File: config.mk
export PLATFORM = sky130hd
export DESIGN_NAME = imm_gen_stage
export DESIGN_NICKNAME = d
export VERILOG_FILES = /design/src/rtl/imm_gen_pkg.sv /design/src/rtl/imm_gen_stage_decode.sv /design/src/rtl/imm_gen_stage.sv
export SDC_FILE = /design/constraint.sdc
export NUM_CORES = 1
export LEC_CHECK = 0
export ABC_AREA = 1
export BUFFER_PORTS_ARGS = -buffer_cell sky130_fd_sc_hd__buf_4
export CAP_MARGIN = 20
export CORE_ASPECT_RATIO = 1.25
export CORE_MARGIN = 3
export CORE_UTILIZATION = 40
export DETAILED_ROUTE_END_ITERATION = 8
export PLACE_DENSITY = 0.66
export SYNTH_ARGS = -nofsm -noshare
export SYNTH_HDL_FRONTEND = slang
export SYNTH_SLANG_ARGS = --single-unit
File: constraint.sdc
create_clock -name clk -period 12.05 [get_ports clk]
set_clock_uncertainty 0.2 [all_clocks]
set_input_delay 1.8075 -clock clk [delete_from_list [all_inputs] [get_ports clk]]
set_output_delay 1.8075 -clock clk [all_outputs]
set_load 0.1 [all_outputs]
File: src/rtl/imm_gen_pkg.sv
// Shared types and constants for the LEGv8 immediate-generation stage.
// Opcode values are matched against the leading instruction bits of each format.
package imm_gen_pkg;

    typedef enum logic [3:0] {
        FMT_NONE = 4'd0,
        FMT_D    = 4'd1,
        FMT_CB   = 4'd2,
        FMT_B    = 4'd3,
        FMT_IA   = 4'd4,
        FMT_IL   = 4'd5,
        FMT_IW   = 4'd6,
        FMT_SH   = 4'd7
    } imm_fmt_t;

    typedef enum logic [1:0] {
        ST_EMPTY = 2'd0,
        ST_ONE   = 2'd1,
        ST_TWO   = 2'd2
    } stage_state_t;

    // a[31:21]
    localparam logic [10:0] OP_LDUR  = 11'h7C2;
    localparam logic [10:0] OP_STUR  = 11'h7C0;
    localparam logic [10:0] OP_LSL   = 11'h69B;
    localparam logic [10:0] OP_LSR   = 11'h69A;
    // a[31:24]
    localparam logic [7:0]  OP_CBZ   = 8'hB4;
    localparam logic [7:0]  OP_CBNZ  = 8'hB5;
    // a[31:26]
    localparam logic [5:0]  OP_B     = 6'h05;
    localparam logic [5:0]  OP_BL    = 6'h25;
    // a[31:22]
    localparam logic [9:0]  OP_ADDI  = 10'h244;
    localparam logic [9:0]  OP_SUBI  = 10'h344;
    localparam logic [9:0]  OP_ADDIS = 10'h2C4;
    localparam logic [9:0]  OP_SUBIS = 10'h3C4;
    localparam logic [9:0]  OP_ANDI  = 10'h248;
    localparam logic [9:0]  OP_ORRI  = 10'h2C8;
    localparam logic [9:0]  OP_EORI  = 10'h348;
    // a[31:23]
    localparam logic [8:0]  OP_MOVZ  = 9'h1A5;
    localparam logic [8:0]  OP_MOVK  = 9'h1E5;

    localparam int D_W  = 9;
    localparam int CB_W = 19;
    localparam int B_W  = 26;
    localparam int I_W  = 12;
    localparam int IW_W = 16;
    localparam int SH_W = 6;

endpackage

File: src/rtl/imm_gen_stage_decode.sv
// Combinational LEGv8 immediate extractor: picks the first matching format
// and sign- or zero-extends its field to N bits.
module imm_decode
    import imm_gen_pkg::*;
#(
    parameter int N = 64
) (
    input  logic [31:0]  instr,
    output logic [N-1:0] imm,
    output imm_fmt_t     fmt
);

    logic [63:0] iw_val;
    logic        unused_low;

    assign unused_low = ^instr[4:0];

    always_comb begin
        imm    = '0;
        fmt    = FMT_NONE;
        // hw selects a 16-bit lane; the result never reaches above bit 63
        iw_val = {48'b0, instr[20:5]} << {instr[22:21], 4'b0000};

        if (instr[31:21] == OP_LDUR || instr[31:21] == OP_STUR) begin
            imm = {{(N-D_W){instr[20]}}, instr[20:12]};
            fmt = FMT_D;
        end else if (instr[31:24] == OP_CBZ || instr[31:24] == OP_CBNZ) begin
            imm = {{(N-CB_W-2){instr[23]}}, instr[23:5], 2'b00};
            fmt = FMT_CB;
        end else if (instr[31:26] == OP_B || instr[31:26] == OP_BL) begin
            imm = {{(N-B_W-2){instr[25]}}, instr[25:0], 2'b00};
            fmt = FMT_B;
        end else if (instr[31:22] == OP_ADDI || instr[31:22] == OP_SUBI ||
                     instr[31:22] == OP_ADDIS || instr[31:22] == OP_SUBIS) begin
            imm = {{(N-I_W){instr[21]}}, instr[21:10]};
            fmt = FMT_IA;
        end else if (instr[31:22] == OP_ANDI || instr[31:22] == OP_ORRI ||
                     instr[31:22] == OP_EORI) begin
            imm = {{(N-I_W){1'b0}}, instr[21:10]};
            fmt = FMT_IL;
        end else if (instr[31:23] == OP_MOVZ || instr[31:23] == OP_MOVK) begin
            imm[63:0] = iw_val;
            fmt       = FMT_IW;
        end else if (instr[31:21] == OP_LSL || instr[31:21] == OP_LSR) begin
            imm = {{(N-SH_W){1'b0}}, instr[15:10]};
            fmt = FMT_SH;
        end
    end

endmodule

File: src/rtl/imm_gen_stage.sv
// Registered immediate-generation stage: valid/ready handshake with a
// 2-entry skid buffer and synchronous flush around the imm_decode block.
module imm_gen_stage
    import imm_gen_pkg::*;
#(
    parameter int N     = 64,
    parameter int TAG_W = 64
) (
    input  logic             clk,
    input  logic             reset,
    input  logic             flush,
    input  logic             in_valid,
    output logic             in_ready,
    input  logic [31:0]      instr,
    input  logic [TAG_W-1:0] in_tag,
    output logic             out_valid,
    input  logic             out_ready,
    output logic [N-1:0]     imm,
    output logic [3:0]       fmt,
    output logic [TAG_W-1:0] out_tag
);

    // Handshake: a transfer happens on a rising edge where valid and ready
    // are both high; valid and its payload stay stable until that edge.
    stage_state_t     state_q, state_d;
    logic             in_ready_q, in_ready_d;
    logic [N-1:0]     main_imm_q, main_imm_d, skid_imm_q, skid_imm_d;
    imm_fmt_t         main_fmt_q, main_fmt_d, skid_fmt_q, skid_fmt_d;
    logic [TAG_W-1:0] main_tag_q, main_tag_d, skid_tag_q, skid_tag_d;
    logic [N-1:0]     dec_imm;
    imm_fmt_t         dec_fmt;
    logic             acc, pop;

    imm_decode #(.N(N)) u_decode (
        .instr (instr),
        .imm   (dec_imm),
        .fmt   (dec_fmt)
    );

    assign out_valid = (state_q != ST_EMPTY);
    assign in_ready  = in_ready_q;
    assign imm       = main_imm_q;
    assign fmt       = main_fmt_q;
    assign out_tag   = main_tag_q;
    assign acc       = in_valid & in_ready_q;
    assign pop       = out_valid & out_ready;

    always_comb begin
        state_d    = state_q;
        main_imm_d = main_imm_q;
        main_fmt_d = main_fmt_q;
        main_tag_d = main_tag_q;
        skid_imm_d = skid_imm_q;
        skid_fmt_d = skid_fmt_q;
        skid_tag_d = skid_tag_q;

        if (flush) begin
            state_d = ST_EMPTY;
        end else begin
            case (state_q)
                ST_EMPTY: begin
                    if (acc) begin
                        main_imm_d = dec_imm;
                        main_fmt_d = dec_fmt;
                        main_tag_d = in_tag;
                        state_d    = ST_ONE;
                    end
                end
                ST_ONE: begin
                    if (acc && pop) begin
                        main_imm_d = dec_imm;
                        main_fmt_d = dec_fmt;
                        main_tag_d = in_tag;
                    end else if (acc) begin
                        skid_imm_d = dec_imm;
                        skid_fmt_d = dec_fmt;
                        skid_tag_d = in_tag;
                        state_d    = ST_TWO;
                    end else if (pop) begin
                        state_d = ST_EMPTY;
                    end
                end
                ST_TWO: begin
                    if (pop) begin
                        main_imm_d = skid_imm_q;
                        main_fmt_d = skid_fmt_q;
                        main_tag_d = skid_tag_q;
                        state_d    = ST_ONE;
                    end
                end
                default: state_d = ST_EMPTY;
            endcase
        end

        // ready is registered, so it is derived from where we are going
        in_ready_d = (state_d != ST_TWO);
    end

    always_ff @(posedge clk or posedge reset) begin
        if (reset) begin
            state_q    <= ST_EMPTY;
            in_ready_q <= 1'b1;
            main_imm_q <= '0;
            main_fmt_q <= FMT_NONE;
            main_tag_q <= '0;
            skid_imm_q <= '0;
            skid_fmt_q <= FMT_NONE;
            skid_tag_q <= '0;
        end else begin
            state_q    <= state_d;
            in_ready_q <= in_ready_d;
            main_imm_q <= main_imm_d;
            main_fmt_q <= main_fmt_d;
            main_tag_q <= main_tag_d;
            skid_imm_q <= skid_imm_d;
            skid_fmt_q <= skid_fmt_d;
            skid_tag_q <= skid_tag_d;
        end
    end

endmodule

After elaboration in Yosys (flattened, before gate mapping). Index checks and enable logic that the tools add are counted.

Output and inout bits: 134. Register bits: 267.

Reductions and logical operators: 16. Equality and inequality tests: 23. Mux-type cells: 33. Bitwise gates (word level): 4. Shift-type cells: 1.

Operator list (count): $mux 64 (12); $pmux 64 s3 (2); $eq 10x10->1 const B (7); $shl 16x6->64 (1); $eq 11x11->1 const B (4); $mux 4 (9); $eq 9x9->1 const B (2); $eq 8x8->1 const B (2); $mux 2 (6); $pmux 4 s3 (1); $logic_or 1x1->1 (10); $ne 2x2->1 const B (4); $eq 6x3->1 const B (1); $eq 6x6->1 const B (1); $mux 6 (1); $pmux 2 s3 (1); $reduce_and 5->1 (1); $reduce_and 4->1 (1); $mux 3 (1); $reduce_bool 3->1 (1); $and 1x1->1 (2); $eq 2x1->1 const B (1); $eq 2x2->1 const B (1); $logic_not 2->1 (1); other kinds (3) (4).

Depth between registers and ports, before layout. Gate-level depths: netlist (run 1).

Depth after elaboration: 11. Gate-level depth with buffers: 14.

Cells and area by module. From an unflattened synthesis (run 1), not the netlist that was laid out.

Cell total of the unflattened synthesis: 1981. Area total of the unflattened synthesis: 14084.8 sq um.

By module, submodules not included: imm_gen_stage (cells each 1603, area each 12295.5 sq um, times used 1); imm_decode (cells each 378, area each 1789.2 sq um, times used 1).

Worst setup path before layout (run 1). OpenSTA, ideal clock, no wires.

Path kind: input to register. Start point: input instr[25]. End point: register skid_imm_q[6]. Arrival time: 2885 ps. Stages on the path: 13. Buffers on the path: 3. Data required time: 11774 ps. Setup slack: 8889 ps. Path through: buf_6 nand2_2 nor2_2 nand2_2 nor2_2 buf_6 buf_12 nand2_2 nand3_1 nand2_1 nand3_1 nand2_1 o21ai_1.

Longest elaborated chain between the ends: 8. Elaborated cells on any way between the ends: 27. Classes of those cells: eq/ne: 13; mux: 6; reduce/logical: 8.

Ends and longest elaborated chain: start, declared (line imm_gen_stage.sv:14) `input logic [31:0] instr,`; $eq 9x9->1, or another cell as far along (line imm_gen_stage_decode.sv:41) `end else if (instr[31:23] == OP_MOVZ || instr[31:23] == OP_MOVK) begin`; $logic_or 1x1->1, on equally long branches (line imm_gen_stage_decode.sv:41, imm_gen_stage_decode.sv:33, imm_gen_stage_decode.sv:37); $mux 64, or another cell as far along (line imm_gen_stage_decode.sv:41); $mux 64 or $logic_or 1x1->1 (tied branches) (line imm_gen_stage_decode.sv:37, imm_gen_stage_decode.sv:34); $mux 64 (line imm_gen_stage_decode.sv:33) `end else if (instr[31:22] == OP_ADDI || instr[31:22] == OP_SUBI ||`; $mux 64 (line imm_gen_stage_decode.sv:30) `end else if (instr[31:26] == OP_B || instr[31:26] == OP_BL) begin`; $mux 64 (line imm_gen_stage_decode.sv:27) `end else if (instr[31:24] == OP_CBZ || instr[31:24] == OP_CBNZ) begin`; $mux 64 (*) (line imm_gen_stage_decode.sv:24) `if (instr[31:21] == OP_LDUR || instr[31:21] == OP_STUR) begin`; end signal, assigned (line imm_gen_stage.sv:115) `skid_imm_q <= skid_imm_d;`; end, declared (line imm_gen_stage.sv:27) `logic [N-1:0] main_imm_q, main_imm_d, skid_imm_q, skid_imm_d;`.

Every way passes the cells marked *; elsewhere a longest branch is shown, timed or not. A chain may end at the register's enable or synchronous reset.

Worst setup path in the final report (run 1).
Start point: input instr[21]. End point: register main_imm_q[62], in the netlist imm[62].

Longest elaborated chain between the ends: 9. Elaborated cells on any way between the ends: 13. Classes of those cells: eq/ne: 2; shift: 1; mux: 9; reduce/logical: 1.

Ends and longest elaborated chain: $shl 16x6->64 (line imm_gen_stage_decode.sv:22) `iw_val = {48'b0, instr[20:5]} << {instr[22:21], 4'b0000};`; $mux 64 (line imm_gen_stage_decode.sv:41); $mux 64 (line imm_gen_stage_decode.sv:37) `end else if (instr[31:22] == OP_ANDI || instr[31:22] == OP_ORRI ||`; $mux 64 (line imm_gen_stage_decode.sv:33); $mux 64 (line imm_gen_stage_decode.sv:30); $mux 64 (line imm_gen_stage_decode.sv:27); $mux 64 (*) (line imm_gen_stage_decode.sv:24); $mux 64, on equally long branches (line imm_gen_stage.sv:70, imm_gen_stage.sv:62); $pmux 64 s3 (*) (line imm_gen_stage.sv:60) `case (state_q)`; end signal, assigned (line imm_gen_stage.sv:112) `main_imm_q <= main_imm_d;`; end, declared (line imm_gen_stage.sv:27).

Every way passes the cells marked *; elsewhere a longest branch is shown, timed or not. The select of a mux whose other input is x is not followed.

==> summary.md, run 1 <==
| Metric | Value |
|---|---|
| Status | `finished clean` |
| Fin crit period | `4.12 ns` |
| Part of the power in registers | `0.390` |
| Setup crit start kind | `primary input` |
| Clock-pin slew of the registers on the worst-case setup and hold paths | `~0.060 ns` |
| DR vias | `about 12k` |
| Clk sinks | `~270` |
| Worst Hold End | `skid_tag_q[9]` |
| GR Overflow Total | `0` |
| DIE AREA | `around 36,000 sq um` |
| Hold WC Path Type | `reg2reg` |
| Largest net degree at the start of global routing | `167` |
| Initial antenna violation count | `0` |
| Final nets | `2,017` |
| Hold buffer count at cts | `0` |
| Syn Std Cell Area | `13,300 sq um` |
| Max_slew headroom | `0.241` |
| Nature of the critical path endpoint | `flop` |
| Worst setup margin | `about 7.9 ns` |
| Setup violators final | `0` |
| Vias in the first global route | `approximately 11k` |
| CP arrival | `around 4.4 ns` |
| CTS root buf | `clkbuf_16` |
| Number of setup buffers added after CTS | `0` |
| DP HPWL | `approximately 25,000 um` |
| CTS HTree Levels | `1` |
| Share of cells above drive strength 1 | `0.187` |
| Post-route antenna net violation count | `0` |
| Worst Max-Slew Pin Slew | `~1.1 ns` |
| Gpl congestion | `0.952` |
| Chip Width | `169 um` |
| Fin cells | `2,354` |
| VDD IR max | `~0.12 mV` |
| DRT Pass-1 Iters | `5` |
| Resized cells post-CTS | `0` |
| Hold path start | `skid_tag_q[9]` |
| Crit path kind | `in2reg` |
| RR Endpoint | `imm[10]` |
| Die Ht | `approximately 210 um` |
| P per Cell Area | `182 nW/um^2` |
| Register cell area after layout | `approximately 6600 sq um` |
| FF-to-FF path depth | `10` |
| Vias per inst | `just over 5` |
| Yosys cell types | `36` |
| Max cap viols | `0` |
| Leakage power | `8.93 nW` |
| Combinational Power Share | `0.297` |
| Initial Util | `0.406` |
| Register bit total from synthesis | `265` |
| # IOs | `~240` |
| CTS tree | `done` |
| Total negative slack | `0 ns` |
| WP data required | `12.29 ns` |
| Multi-input gate area | `5420 sq um` |
| Slew Viols, Final | `0` |
| Total GRT Usage | `0.209` |
| Initial DRC Count | `just over 1k` |
| Syn Area/Cell | `between 7 and 8 sq um` |
| Crit share post-route | `0.342` |
| P&R area growth vs syn | `21.0%` |
| Flop2flop setup slack | `roughly 8.9 ns` |
| Fill count | `~3.3k` |
| DRT Wirelength | `38,100 um` |
| CP max FO | `39` |
| Number of synthesis warnings | `0` |
| DR WL/cell | `16.2 um` |
| Max Freq | `243 MHz` |
| Worst-Skew Late Latency | `~0.56 ns` |
| RSZ-0062 raised after global routing | `no` |
| Core ar. | `approximately 33,000 sq um` |
| First-pass GRT wire length | `60,800 um` |
| ANT cells | `0` |
| DP Cell Count | `around 2.3k` |
| Clock network power share | `0.313` |
| Synth area leaders | `dfrtp_1 (50%), nand2_1 (17%), o21ai_0 (7.4%)` |
| Area fraction of the dominant cell type after synthesis | `0.496` |
| Seq/Total Area, Yosys | `0.498` |
| Synth area leader | `dfrtp_1` |
| Drt drc | `0` |
| Syn Inst Count | `1,758` |
| Switch Pwr | `roughly 0.0011 W` |
| Port buffer count | `~230` |
| TritonCTS buffer count | `28` |
| Num rows | `74` |
| Hold path cells | `2` |
| Final Hold Viols | `0` |
| Mapped Nets | `between 1.5k and 2k` |
| R2R Path Start | `in_ready` |
| Hold Slack | `around 0.28 ns` |
| Post-place setup slack | `7.45 ns` |
| Maximum root-to-sink buffer count | `3` |
| P_int | `about 0.0018 W` |
| Switch share | `0.381` |
[critical path: stages]
cell and delay (ns):
buf_4 0.37, inv_1 0.30, nand2_1 0.13, nor3_1 0.05, nand2_1 0.23, nor2_1 0.07
nor2_1 0.87, nand3_1 0.22, o21ai_0 0.23, nand2_1 0.06
[through the flow]
step / total power [W] / util / cell area, sq um
3_3_place_gp: 0.00202 / 0.461 / 15100
2_1_floorplan: 0.00182 / - / 13300
5_1_grt: 0.00307 / 0.491 / 16100
3_5_place_dp: 0.00203 / 0.461 / 15100
4_1_cts: 0.00297 / 0.491 / 16100
6_report: 0.00293 / 0.491 / 16100
[synthesized netlist by cell type, drive strengths merged]
library cell / count
o22ai: 2
nor3: 7
o21ai: 337
a21oi: 67
nand4: 6
mux2i: 2
nor2: 49
or2: 5
a211oi: 2
conb: 1
dfstp: 1
dfrtp: 264
nand3: 91
inv: 181
o31ai: 1
o21a: 1
nor4: 2
buf: 66
clkbuf: 49
nand2: 624
[final cells by class]
class / count / area share
Clock inverter: 10 / 0.00831
Tap cell: 418 / 0.0325
Multi-Input combinational cell: 1197 / 0.337
Sequential cell: 265 / 0.412
Timing Repair Buffer: 243 / 0.115
Inverter: 181 / 0.0430
Clock buffer: 40 / 0.0526
[power groups by stage]
stage               Sequential (W)  Clock [W]  Combinational, W
floorplan                  0.00158          0          0.000238
global placement           0.00115          0          0.000863
detailed placement         0.00116          0          0.000875
CTS                        0.00114   0.000945          0.000877
global route               0.00116   0.000981          0.000932
finish                     0.00114   0.000916          0.000872
[layer usage]
layer / vias to the layer above / share of wire / routed length, um / global-route usage
met1: 5547 / 0.44 / 16900 / 0.293
met2: 377 / 0.46 / 17500 / 0.332
met4: 0 / 0.037 / 1420 / 0.0807
met3: 70 / 0.063 / 2410 / 0.0300
met5: - / 0 / 0 / 0
li1: 5897 / - / - / -
[cells in the final DEF, fill, tap and decap left out, types with 2 or more instances in the layout]
cell and count:
inv_1 167, nand4_1 6, nand3_2 19, o21ai_0 197, nand3_1 72, or2_2 4, nor2_2 6, nand2_2 14
o22ai_1 2, a21oi_1 67, bufinv_16 3, clkinvlp_4 2, clkinv_2 5, clkbuf_8 8, buf_4 241, mux2i_1 2
a211oi_2 2, o21ai_1 134, dfrtp_1 264, inv_2 10, nor3_1 6, nor2_1 41, nand2_1 609, inv_4 2
clkbuf_16 29, nor2_4 2, o21ai_2 6, clkbuf_1 3
[kinds of logic (layout without fill, tap and decap cells)]
logic type | Yosys count | after routing | synth area share
mux | 2 | 2 | 0.00150
buf+inv | 296 | 474 | 0.0960
simple gates | 784 | 784 | 0.246
other cells | 1 | 1 | 0.000282
compound gates | 410 | 410 | 0.158
flops | 265 | 265 | 0.498
[how the worst max path moves through the flow]
stage	start	end	slack, ns	depth (start not counted)
final	instr[21]	imm[62]	7.93	10
after global routing	instr[21]	imm[62]	7.73	10
after CTS	instr[21]	imm[62]	8.05	10
after detailed placement	instr[21]	imm[62]	7.45	10
after global placement	in_valid	imm[61]	7.50	10
after floorplan	reset	fmt[0]	2.75	1
[state kept, by name, summed over array words and instances, names as in the netlist]
name,flops
skid_imm_q,64
skid_fmt_q,3
skid_tag_q,64
in_ready,1
imm,64
state_q,2
fmt,3
out_tag,64
No activity file was read; power rests on OpenSTA's default activity.
==> run 2: changes to the inputs <==
PLACE_DENSITY = 0.69   (was 0.66)
clock period = 3.3 ns   (was 12.05 ns; I/O delays follow)
==> run 2 against run 1 <==
Effect of this change: die area unchanged; routed wire length up 1.7%; design area up 2.1%; register-to-register slack worse by 8.1 ns; global-route usage up 0.78 points; power rose to 3.7 times the previous value; non-clock buffer count up 27; critical path depth down 1; setup slack worse by 7.1 ns; worst hold slack worse by 0.25 ns; clock power rose to 3.8 times the previous value; sequential power rose to 3.7 times the previous value; critical endpoint is now skid_tag_q[33].
==> summary.md, run 2 (same netlist as run 1, synthesis figures left out) <==
| Metric | Value |
|---|---|
| Met3 wire len | `2320 um (was 2410 um)` |
| Share of cells above drive strength 1 | `0.193 (was 0.187)` |
| Highest routed layer | `met4 (unchanged)` |
| R2R Path Start | `state_q[1] (was in_ready)` |
| CTS HTree Levels | `1 (unchanged)` |
| Fill count | `3,171 (was 3,257)` |
| Worst Hold End | `skid_tag_q[16] (was skid_tag_q[9])` |
| Worst setup margin | `0.803 ns (was 7.93 ns)` |
| Switch Pwr | `0.00409 W (was 0.00112 W)` |
| Crit path kind | `in2reg (unchanged)` |
| Number of setup buffers added after CTS | `0 (unchanged)` |
| Setup violators final | `0 (unchanged)` |
| Setup crit start kind | `primary input (unchanged)` |
| RSZ-0062 raised after global routing | `no (unchanged)` |
| CTS root buf | `clkbuf_16 (unchanged)` |
| RR Endpoint | `out_tag[62] (was imm[10])` |
| Met2 wire len | `18,500 um (was 17,500 um)` |
| Combinational Power Share | `0.295 (was 0.297)` |
| DR vias | `11.9k (about the same)` |
| Slew Viols, Final | `0 (unchanged)` |
| Leakage power | `9.08 nW (was 8.93 nW)` |
| Chip Width | `169 um (unchanged)` |
| Most common cell after layout, fill and taps aside | `nand2_1 (unchanged)` |
| Slowest stage cell, crit path | `dlygate4sd3_1 (was nor2_1)` |
| Num rows | `74 (unchanged)` |
| CTS tree | `done (unchanged)` |
| First-pass GRT wire length | `63,100 um (was 60,800 um)` |
| Critical path origin | `flush (was instr[21])` |
| P&R area growth vs syn | `23.6% (was 21.0%)` |
| Max cap viols | `0 (unchanged)` |
| TritonCTS buffer count | `27 (was 28)` |
| Clk sinks | `265 (unchanged)` |
| ANT cells | `0 (unchanged)` |
| Most frequent CP cell | `buf_4 (was nand2_1)` |
| Max Freq | `approximately 400 MHz` |
| Switch share | `0.375 (was 0.381)` |
| Hold path cells | `3 (was 2)` |
| Initial DRC Count | `1,251 (was 1,012)` |
| DP Cell Count | `2,319 (was 2,303)` |
| Final Hold Viols | `0 (unchanged)` |
| Fin cells | `2,380 (was 2,354)` |
| WP data required | `3.46 ns (was 12.29 ns)` |
| Max_slew headroom | `0.315 (was 0.241)` |
| Vias in the first global route | `11.7k (was 11.2k)` |
| Clock-pin slew of the registers on the worst-case setup and hold paths | `0.06 ns (about the same)` |
| DRT Wirelength | `38,800 um (was 38,100 um)` |
| Gpl congestion | `0.941 (was 0.952)` |
| DIE AREA | `35,500 sq um (unchanged)` |
| Crit-path max cell delay | `0.55 ns (was 0.87 ns)` |
| Status | `finished clean (unchanged)` |
| Clock network power share | `0.322 (was 0.313)` |
| Core ar. | `32,800 sq um (unchanged)` |
| FF-to-FF path depth | `7 (was 10)` |
| Crit share post-route | `0.757` |
| Initial Util | `0.406 (unchanged)` |
| Critical path's top delay family | `buffers and inverters (was simple AND/OR/NAND/NOR gates)` |
| Util after Layout | `0.502 (was 0.491)` |
| DP HPWL | `26,800 um (was 25,300 um)` |
| Total negative slack | `0 ns (unchanged)` |
| Worst Max-Slew Pin Slew | `1.03 ns (was 1.13 ns)` |
| CP arrival | `2.66 ns (was 4.36 ns)` |
| Flop2flop setup slack | `0.83 ns (was 8.94 ns)` |
| M1 WL | `16,700 um (was 16,900 um)` |
| DRT Pass-1 Iters | `7 (was 5)` |
| Fin crit period | `roughly 2.5 ns` |
| VDD IR max | `0.358 mV (was 0.118 mV)` |
| Port buffer count | `233 (unchanged)` |
| P per Cell Area | `663 nW/um^2 (was 182 nW/um^2)` |
| Maximum root-to-sink buffer count | `3 (unchanged)` |
| Post-route antenna net violation count | `0 (unchanged)` |
| Drt drc | `0 (unchanged)` |
| Commonest non-fill, non-tap cells in the layout | `nand2_1 (609), dfrtp_1 (264), buf_4 (250), o21ai_0 (197), inv_1 (167) (was nand2_1 (609), dfrtp_1 (264), buf_4 (241), o21ai_0 (197), inv_1 (167))` |
| Hold path start | `in_tag[16] (was skid_tag_q[9])` |
| Critical Path, Cell by Cell | `dlygate4sd3_1 -> buf_4 -> nor2_1 -> inv_1 -> nor4_4 -> inv_2 -> buf_4 -> nand2_1 -> o21ai_0 (was buf_4 -> inv_1 -> nand2_1 -> nor3_1 -> nand2_1 -> nor2_1 -> nor2_1 -> nand3_1 -> o21ai_0 -> nand2_1)` |
| Nature of the critical path endpoint | `flop (unchanged)` |
| Initial antenna violation count | `0 (unchanged)` |
| Post-place setup slack | `0.571 ns (was 7.45 ns)` |
| Largest net degree at the start of global routing | `130 (was 167)` |
| Part of the power in registers | `0.383 (was 0.390)` |
| Total GRT Usage | `0.217 (was 0.209)` |
| Final Power | `0.0109 W (was 0.00293 W)` |
| CP max FO | `114 (was 39)` |
| GR Overflow Total | `0 (unchanged)` |
| Final nets | `2,043 (was 2,017)` |
| # IOs | `235 (unchanged)` |
| DR WL/cell | `16.3 um (was 16.2 um)` |
| Vias per inst | `5.01 (was 5.05)` |
| Hold WC Path Type | `in2reg (was reg2reg)` |
| P_int | `0.00681 W (was 0.00181 W)` |
| Die Ht | `210 um (unchanged)` |
| Worst-Skew Late Latency | `0.55 ns (was 0.56 ns)` |
| Buf+Inv Stages, Crit Path | `5 (was 2)` |
## run 2: changes by cell type in the layout (fill, tap and decap cells not counted), sizes merged
cell and change:
buf +15, dlygate4sd3 +12, clkbuf -6, bufinv +4
clkinv -2, clkinvlp +2, inv +1
## run 2: how the worst max path moves through the flow
stage | end | slack, ns | cells past startpoint
after floorplan | fmt[0] | -0.89 | 1
after global placement | imm[28] | 0.60 | 12
after detailed placement | imm[28] | 0.57 | 12
after CTS | out_tag[62] | 0.81 | 7
after global routing | out_tag[62] | 0.59 | 7
final | skid_tag_q[33] | 0.80 | 9
## run 2: power groups by stage
stage	sequential (W)	clock [W]	combinational [W]
after floorplan	0.00576	0	0.000869
after global routing	0.00424	0.00373	0.00345
after detailed placement	0.00423	0	0.00322
after CTS	0.00417	0.00360	0.00324
after global placement	0.00421	0	0.00317
final	0.00417	0.00351	0.00322
## run 2: worst min-delay path, cell delays in order
cell and delay (ns):
buf_4 0.11, inv_1 0.05, o21ai_0 0.08
## run 2: per-layer routing
metal | track usage | vias up
met1 | 0.294 | 5545
met5 | 0 | -
li1 | - | 5940
met2 | 0.360 | 374
met3 | 0.0317 | 72
met4 | 0.0728 | 0
## run 2: repair_timing
item,CTS,global route
gates resized for setup,0,0
hold endpoints to repair,23,0
hold buffers,12,0
## run 2: stage by stage
stage                     hold slack [ns]  cell area [sq um]
after floorplan                     0.244              13300
after global placement              0.257              15300
after detailed placement            0.267              15300
after global routing               0.0152              16400
after CTS                       0.0000260              16400
final                              0.0257              16400
## run 2: final cells by class
| cell class | count | area, sq um | area share |
|---|---|---|---|
| clock buffers | 34 | 762 | 0.0463 |
| clock inverters | 15 | 265 | 0.0161 |
| inverters | 181 | 688 | 0.0418 |
| multi-input cells | 1197 | 5420 | 0.330 |
| flip-flops and latches | 265 | 6630 | 0.403 |
| well taps | 418 | 523 | 0.0318 |
| repair buffers | 270 | 2160 | 0.131 |
